## config.mk

```make
export PLATFORM = sky130hd
export DESIGN_NAME = instr_encoder
export DESIGN_NICKNAME = d
export VERILOG_FILES = /design/src/rtl/instr_encoder.sv
export SDC_FILE = /design/constraint.sdc
export NUM_CORES = 1
export LEC_CHECK = 0
export ABC_AREA = 1
export CORE_UTILIZATION = 49
export CTS_CLUSTER_SIZE = 40
export DETAILED_ROUTE_END_ITERATION = 8
export GPL_TIMING_DRIVEN = 0
export HOLD_SLACK_MARGIN = 0.06
export PLACE_DENSITY = 0.81
export SYNTH_ARGS = -nofsm -noshare
export SYNTH_HDL_FRONTEND = slang
export SYNTH_SLANG_ARGS = --single-unit
```

## constraint.sdc

```tcl
create_clock -name clk -period 2 [get_ports clk]
set_input_delay 0.5 -clock clk [delete_from_list [all_inputs] [get_ports clk]]
set_output_delay 0.5 -clock clk [all_outputs]
set_load 0.05 [all_outputs]
```

## src/rtl/instr_encoder.sv

```systemverilog
// ----------------------------------------------------------------------------
// instr_encoder
//   RV32 instruction encoder. It is the inverse of an immediate generator: it
//   packs an opcode, register fields and a byte-level immediate into one
//   32-bit instruction word for the I/S/B/U/J formats. It also expands the LI
//   pseudo-instruction into ADDI, LUI, or LUI followed by ADDI. Immediates
//   that cannot be encoded produce a single error word.
//
// Ports
//   clk, rst     : clock and synchronous active-high reset
//   in_valid     : request valid
//   in_ready     : request can be accepted (combinational)
//   in_fmt       : 0=I 1=S 2=B 3=U 4=J 5=LI, 6/7 reserved (always illegal)
//   in_opcode    : opcode for I/S/B/U/J (ignored for LI)
//   in_funct3    : funct3 for I/S/B (ignored otherwise)
//   in_rd/rs1/rs2: register fields
//   in_imm       : two's-complement byte-level immediate/offset
//   out_valid    : output word valid
//   out_ready    : consumer accepts the word
//   out_instr    : encoded instruction (0 on error)
//   out_err      : immediate illegal for the format, or reserved format
//   out_last     : final word of the current request
// ----------------------------------------------------------------------------
module instr_encoder (
  input  logic        clk,
  input  logic        rst,
  input  logic        in_valid,
  output logic        in_ready,
  input  logic [2:0]  in_fmt,
  input  logic [6:0]  in_opcode,
  input  logic [2:0]  in_funct3,
  input  logic [4:0]  in_rd,
  input  logic [4:0]  in_rs1,
  input  logic [4:0]  in_rs2,
  input  logic [31:0] in_imm,
  output logic        out_valid,
  input  logic        out_ready,
  output logic [31:0] out_instr,
  output logic        out_err,
  output logic        out_last
);

  localparam logic [6:0] OP_IMM = 7'b0010011;
  localparam logic [6:0] OP_LUI = 7'b0110111;

  typedef enum logic [1:0] {
    IDLE,   // output register empty
    HOLD,   // single or final word held
    LI_HI   // LUI word held, ADDI pending
  } state_t;

  state_t      r_state, w_state_nxt;
  logic [31:0] r_instr, w_instr_nxt;
  logic [31:0] r_pend,  w_pend_nxt;
  logic        r_err,   w_err_nxt;
  logic        r_last,  w_last_nxt;

  // Range checks: the immediate fits N signed bits when all bits from
  // position N-1 upward equal the sign bit.
  logic w_fits12, w_fits13, w_fits21;
  assign w_fits12 = (&in_imm[31:11]) | ~(|in_imm[31:11]);
  assign w_fits13 = (&in_imm[31:12]) | ~(|in_imm[31:12]);
  assign w_fits21 = (&in_imm[31:20]) | ~(|in_imm[31:20]);

  // LUI upper part for LI: (imm + 0x800) >> 12. Adding imm[11] to the upper
  // 20 bits compensates for ADDI sign-extending its 12-bit immediate.
  logic [19:0] w_li_hi;
  assign w_li_hi = in_imm[31:12] + {19'd0, in_imm[11]};

  logic [31:0] w_word0, w_word1;
  logic        w_err, w_two;

  // NOTE: every signal driven here gets a default first, so no path through
  // the case can leave one unassigned and infer a latch.
  always_comb begin
    w_word0 = '0;
    w_word1 = '0;
    w_err   = 1'b0;
    w_two   = 1'b0;
    case (in_fmt)
      3'd0: begin
        w_word0 = {in_imm[11:0], in_rs1, in_funct3, in_rd, in_opcode};
        w_err   = !w_fits12;
      end
      3'd1: begin
        w_word0 = {in_imm[11:5], in_rs2, in_rs1, in_funct3, in_imm[4:0], in_opcode};
        w_err   = !w_fits12;
      end
      3'd2: begin
        w_word0 = {in_imm[12], in_imm[10:5], in_rs2, in_rs1, in_funct3,
                   in_imm[4:1], in_imm[11], in_opcode};
        w_err   = !w_fits13 || in_imm[0];
      end
      3'd3: begin
        w_word0 = {in_imm[31:12], in_rd, in_opcode};
        w_err   = |in_imm[11:0];
      end
      3'd4: begin
        w_word0 = {in_imm[20], in_imm[10:1], in_imm[11], in_imm[19:12], in_rd, in_opcode};
        w_err   = !w_fits21 || in_imm[0];
      end
      3'd5: begin
        if (w_fits12) begin
          w_word0 = {in_imm[11:0], 5'd0, 3'b000, in_rd, OP_IMM};
        end else begin
          w_word0 = {w_li_hi, in_rd, OP_LUI};
          // A zero low part needs no ADDI.
          w_two   = |in_imm[11:0];
          w_word1 = {in_imm[11:0], in_rd, 3'b000, in_rd, OP_IMM};
        end
      end
      default: w_err = 1'b1;
    endcase
    if (w_err) w_word0 = '0;
  end

  // A new request can be taken only when the output register is empty or its
  // single/final word leaves this cycle; LI_HI must first emit its ADDI.
  logic w_accept;
  assign in_ready = (r_state == IDLE) || (r_state == HOLD && out_ready);
  assign w_accept = in_valid && in_ready;

  always_comb begin
    w_state_nxt = r_state;
    w_instr_nxt = r_instr;
    w_pend_nxt  = r_pend;
    w_err_nxt   = r_err;
    w_last_nxt  = r_last;
    if (w_accept) begin
      w_instr_nxt = w_word0;
      w_err_nxt   = w_err;
      w_last_nxt  = !w_two;
      w_pend_nxt  = w_word1;
      w_state_nxt = w_two ? LI_HI : HOLD;
    end else if (out_ready) begin
      case (r_state)
        HOLD:  w_state_nxt = IDLE;
        LI_HI: begin
          w_instr_nxt = r_pend;
          w_err_nxt   = 1'b0;
          w_last_nxt  = 1'b1;
          w_state_nxt = HOLD;
        end
        default: w_state_nxt = r_state;
      endcase
    end
  end

  // NOTE: sequential state uses non-blocking assignments so every register
  // samples the pre-edge values, independent of statement order.
  always_ff @(posedge clk) begin
    if (rst) begin
      r_state <= IDLE;
      r_instr <= '0;
      r_pend  <= '0;
      r_err   <= 1'b0;
      r_last  <= 1'b0;
    end else begin
      r_state <= w_state_nxt;
      r_instr <= w_instr_nxt;
      r_pend  <= w_pend_nxt;
      r_err   <= w_err_nxt;
      r_last  <= w_last_nxt;
    end
  end

  assign out_valid = (r_state != IDLE);
  assign out_instr = r_instr;
  assign out_err   = r_err;
  assign out_last  = r_last;

endmodule

```

==> metrics.md <==
| Metric | Value |
|---|---|
| Status | `finished with violations` |
| Failing checks | `negative setup slack` |
| Antenna violations before repair | `0` |
| Fill count | `622` |
| Minimum clock period | `2.004 ns` |
| M2 GR Usage | `49.31%` |
| Cell variety after synth | `38` |
| Share of the synthesized area in the top cell type | `28.77%` |
| Synth-to-Final Area Change | `36.86%` |
| Slew @ Worst Pin | `0.5424 ns` |
| Synth Register Bits | `54` |
| Vias | `4532` |
| I/O Pins | `100` |
| Post-Syn Nets | `674` |
| CP bufs+invs | `5` |
| # port buffers | `90` |
| Final Cell Area | `0.005142 mm2` |
| Non-Filler Instances | `814` |
| DR iter-0 viols | `359` |
| Slew Limit Fails | `0` |
| Crit-path max FO | `10` |
| Layout cell share with drive strength beyond 1 | `16.64%` |
| Synthesized area | `0.003757 mm2` |
| RSZ-0062 raised after global routing | `true` |
| Worst setup margin | `-0.004137 ns` |
| Register Area | `0.001081 mm2` |
| Skew final | `0.01321 ns` |
| GR Util met1 | `39.70%` |
| TritonCTS Sinks | `54` |
| Placed cells | `796` |
| Cells along the critical path | `clkdlybuf4s50_1, inv_2, a21oi_4, nand2_2, inv_2, a31oi_4, inv_4, clkbuf_4, o21ai_0, a21oi_1` |
| DRT Wirelength | `12850 um` |
| Cts bufs inserted | `5` |
| Drt drc | `0` |
| Core area | `0.007331 mm2` |
| WP data arrival | `2.22 ns` |
| Nets | `781` |
| Critical-path cell with the highest stage delay | `clkdlybuf4s50_1` |
| Final design utilization | `70.15%` |
| Mux share of post-synthesis cell area | `0%` |
| Largest family of logic cells by synthesized area | `simple AND/OR/NAND/NOR gates` |
| Synthesized area per cell | `6.190 um2` |
| Vias in the first global route | `3909` |
| P per Cell Area | `564.0 mW/mm2` |
| Routed len/inst | `15.79 um` |
| Setup TNS | `-0.004137 ns` |
| Max incr delay on CP | `0.48 ns` |
| Hold Fails Final Rpt | `0` |
| Die height | `89.57 um` |
| Synth Area in Adders | `0.9990%` |
| Antenna diode count | `0` |
| Max-Cap Viols | `0` |
| Drt via density | `5.568` |
| Number of H-tree levels | `2` |
| Clock Path Buffers | `2` |
| Multi-input gate area in the final layout | `0.002432 mm2` |
| CP Capture Type | `flip-flop` |
| Starting density of the core | `51.25%` |
| Seq/Total Area, Yosys | `28.77%` |
| Area leader, netlist | `dfxtp_1` |
| Die area | `0.008022 mm2` |
| Static leakage | `2.557 nW` |
| Async SR Flop Fraction | `0%` |
| Clk slew on worst S/H paths | `0.12 ns` |
| DIE WIDTH | `89.57 um` |
| CTS tree | `built` |
| Startpoint Class | `input port` |
| GPL Wtd Cong | `0.9222` |
| Post-synth EDFFs | `0` |
| DP Worst Slack | `-0.9856 ns` |
| CP top delay family | `buffers and inverters` |
| Total GRT Usage | `29.79%` |
| Top cells by area, synth | `dfxtp_1, nand2_1, a21oi_1` |
| Row cnt | `31` |
| Synth warnings | `0` |
| Power, Total | `2.901 mW` |
| CP dominant cell by count | `inv_2` |
| Ys flop type | `dfxtp_1` |
| Compound-Gate Fraction of Synth Area | `20.01%` |
| Hpwl dp | `9248 um` |
| Most numerous cell in the Yosys netlist | `nand2_1` |
| Busiest layer in global routing | `met2` |
| Largest net degree at the start of global routing | `19` |
| Placed cell area | `0.004793 mm2` |
| Critical Path RT | `2.22 ns` |
| Worst skew pair latency | `0.32 ns` |
| Most frequent cells after synthesis | `nand2_1, a21oi_1, dfxtp_1` |
| Hold_ws | `0.4652 ns` |
| First-pass GRT wire length | `18240 um` |
| CP Class | `input port to flip-flop` |
| Detailed Routing Iterations Pass 1 | `5` |
| Hold crit path type | `flip-flop to flip-flop` |
| Clk root buf | `clkbuf_8` |
| # setup viols final | `1` |
| Antenna-violating nets left | `0` |
| Peak supply drop | `406.7 uV` |
| GRT overflow | `0` |
| Post-synthesis xor/xnor area fraction | `2.797%` |
| Final Cycle Share | `100.2%` |
| Slew headroom | `63.78%` |
| Hold_buf cts | `0` |
| Met3 Usage GRT | `4.524%` |
| Post-synthesis cell count | `607` |
| Upper clock frequency limit | `0.4990 GHz` |
| Simple-Gate Fraction of Synth Area | `38.20%` |
cells by family after synthesis:
group	after synthesis
and+or+nand+nor	324
AOI/OAI and AO/OA	137
buffers and inverters	77
DFF	54
xor gates and xnor gates	12
adders and majority gates	3
power by group:
group	internal (mW)	switching, mW
Combinational	0.340	0.609
Clock	0.381	0.409
Sequential	1.13	0.0310
placed cells by master (no fill, tap or decap), types with 13 or more instances in the layout:
| cell type | instances |
|---|---|
| nand2_1 | 200 |
| clkbuf_2 | 13 |
| inv_1 | 34 |
| dfxtp_1 | 54 |
| clkdlybuf4s50_1 | 38 |
| nor2_1 | 45 |
| dlymetal6s2s_1 | 33 |
| a21oi_1 | 73 |
| nand3_1 | 33 |
| inv_2 | 13 |
| o21ai_0 | 27 |
metal layers:
layer | part of all wire [%] | up-vias | wire [um]
met4 | 2.1 | 0 | 272
met3 | 8.3 | 29 | 1071
met5 | 0 | - | 0
li1 | - | 2188 | -
met1 | 42 | 2072 | 5445
met2 | 47 | 243 | 6063
tightest hold or removal path, stage by stage (launching register included):
cell and delay, ns:
dfxtp_1 0.32, nand2_1 0.06, a21oi_1 0.05
path summary, 6_finish.rpt:
| path | depth (start not counted) | slack (ns) | end | start |
|---|---|---|---|---|
| max reg2reg | 8 | 0.30 | out_instr[7]$_SDFFE_PP0P_ | r_state[0]$_SDFFE_PP0P_ |
| max | 10 | -0.004 | out_instr[7]$_SDFFE_PP0P_ | out_ready |
| min | 2 | 0.47 | out_instr[6]$_SDFFE_PP0P_ | out_instr[6]$_SDFFE_PP0P_ |
| min reg2reg | 2 | 0.47 | out_instr[6]$_SDFFE_PP0P_ | out_instr[6]$_SDFFE_PP0P_ |
registers in the layout, summed over array words and instances (netlist names):
signal     flops
out_err        1
r_pend        18
out_instr     32
r_state        2
out_last       1
timing repair:
| action | 4_1_cts | 5_1_grt |
|---|---|---|
| gates cloned | 0 | 3 |
| pin swaps | 3 | 6 |
| setup endpoints to repair | 56 | 76 |
| setup buffers | 4 | 4 |
| resized for setup | 50 | 103 |
layout make-up:
class                      count  area share (%)
timing repair buffer         101           19.90
multi-input combinational    476           47.30
clock inverter                 3          0.9246
sequential                    54           21.02
tap                           99           2.409
clock buffer                   5           1.338
inverter                      49           3.674
buffer                        27           3.431
(Power assumes the default switching activity.)
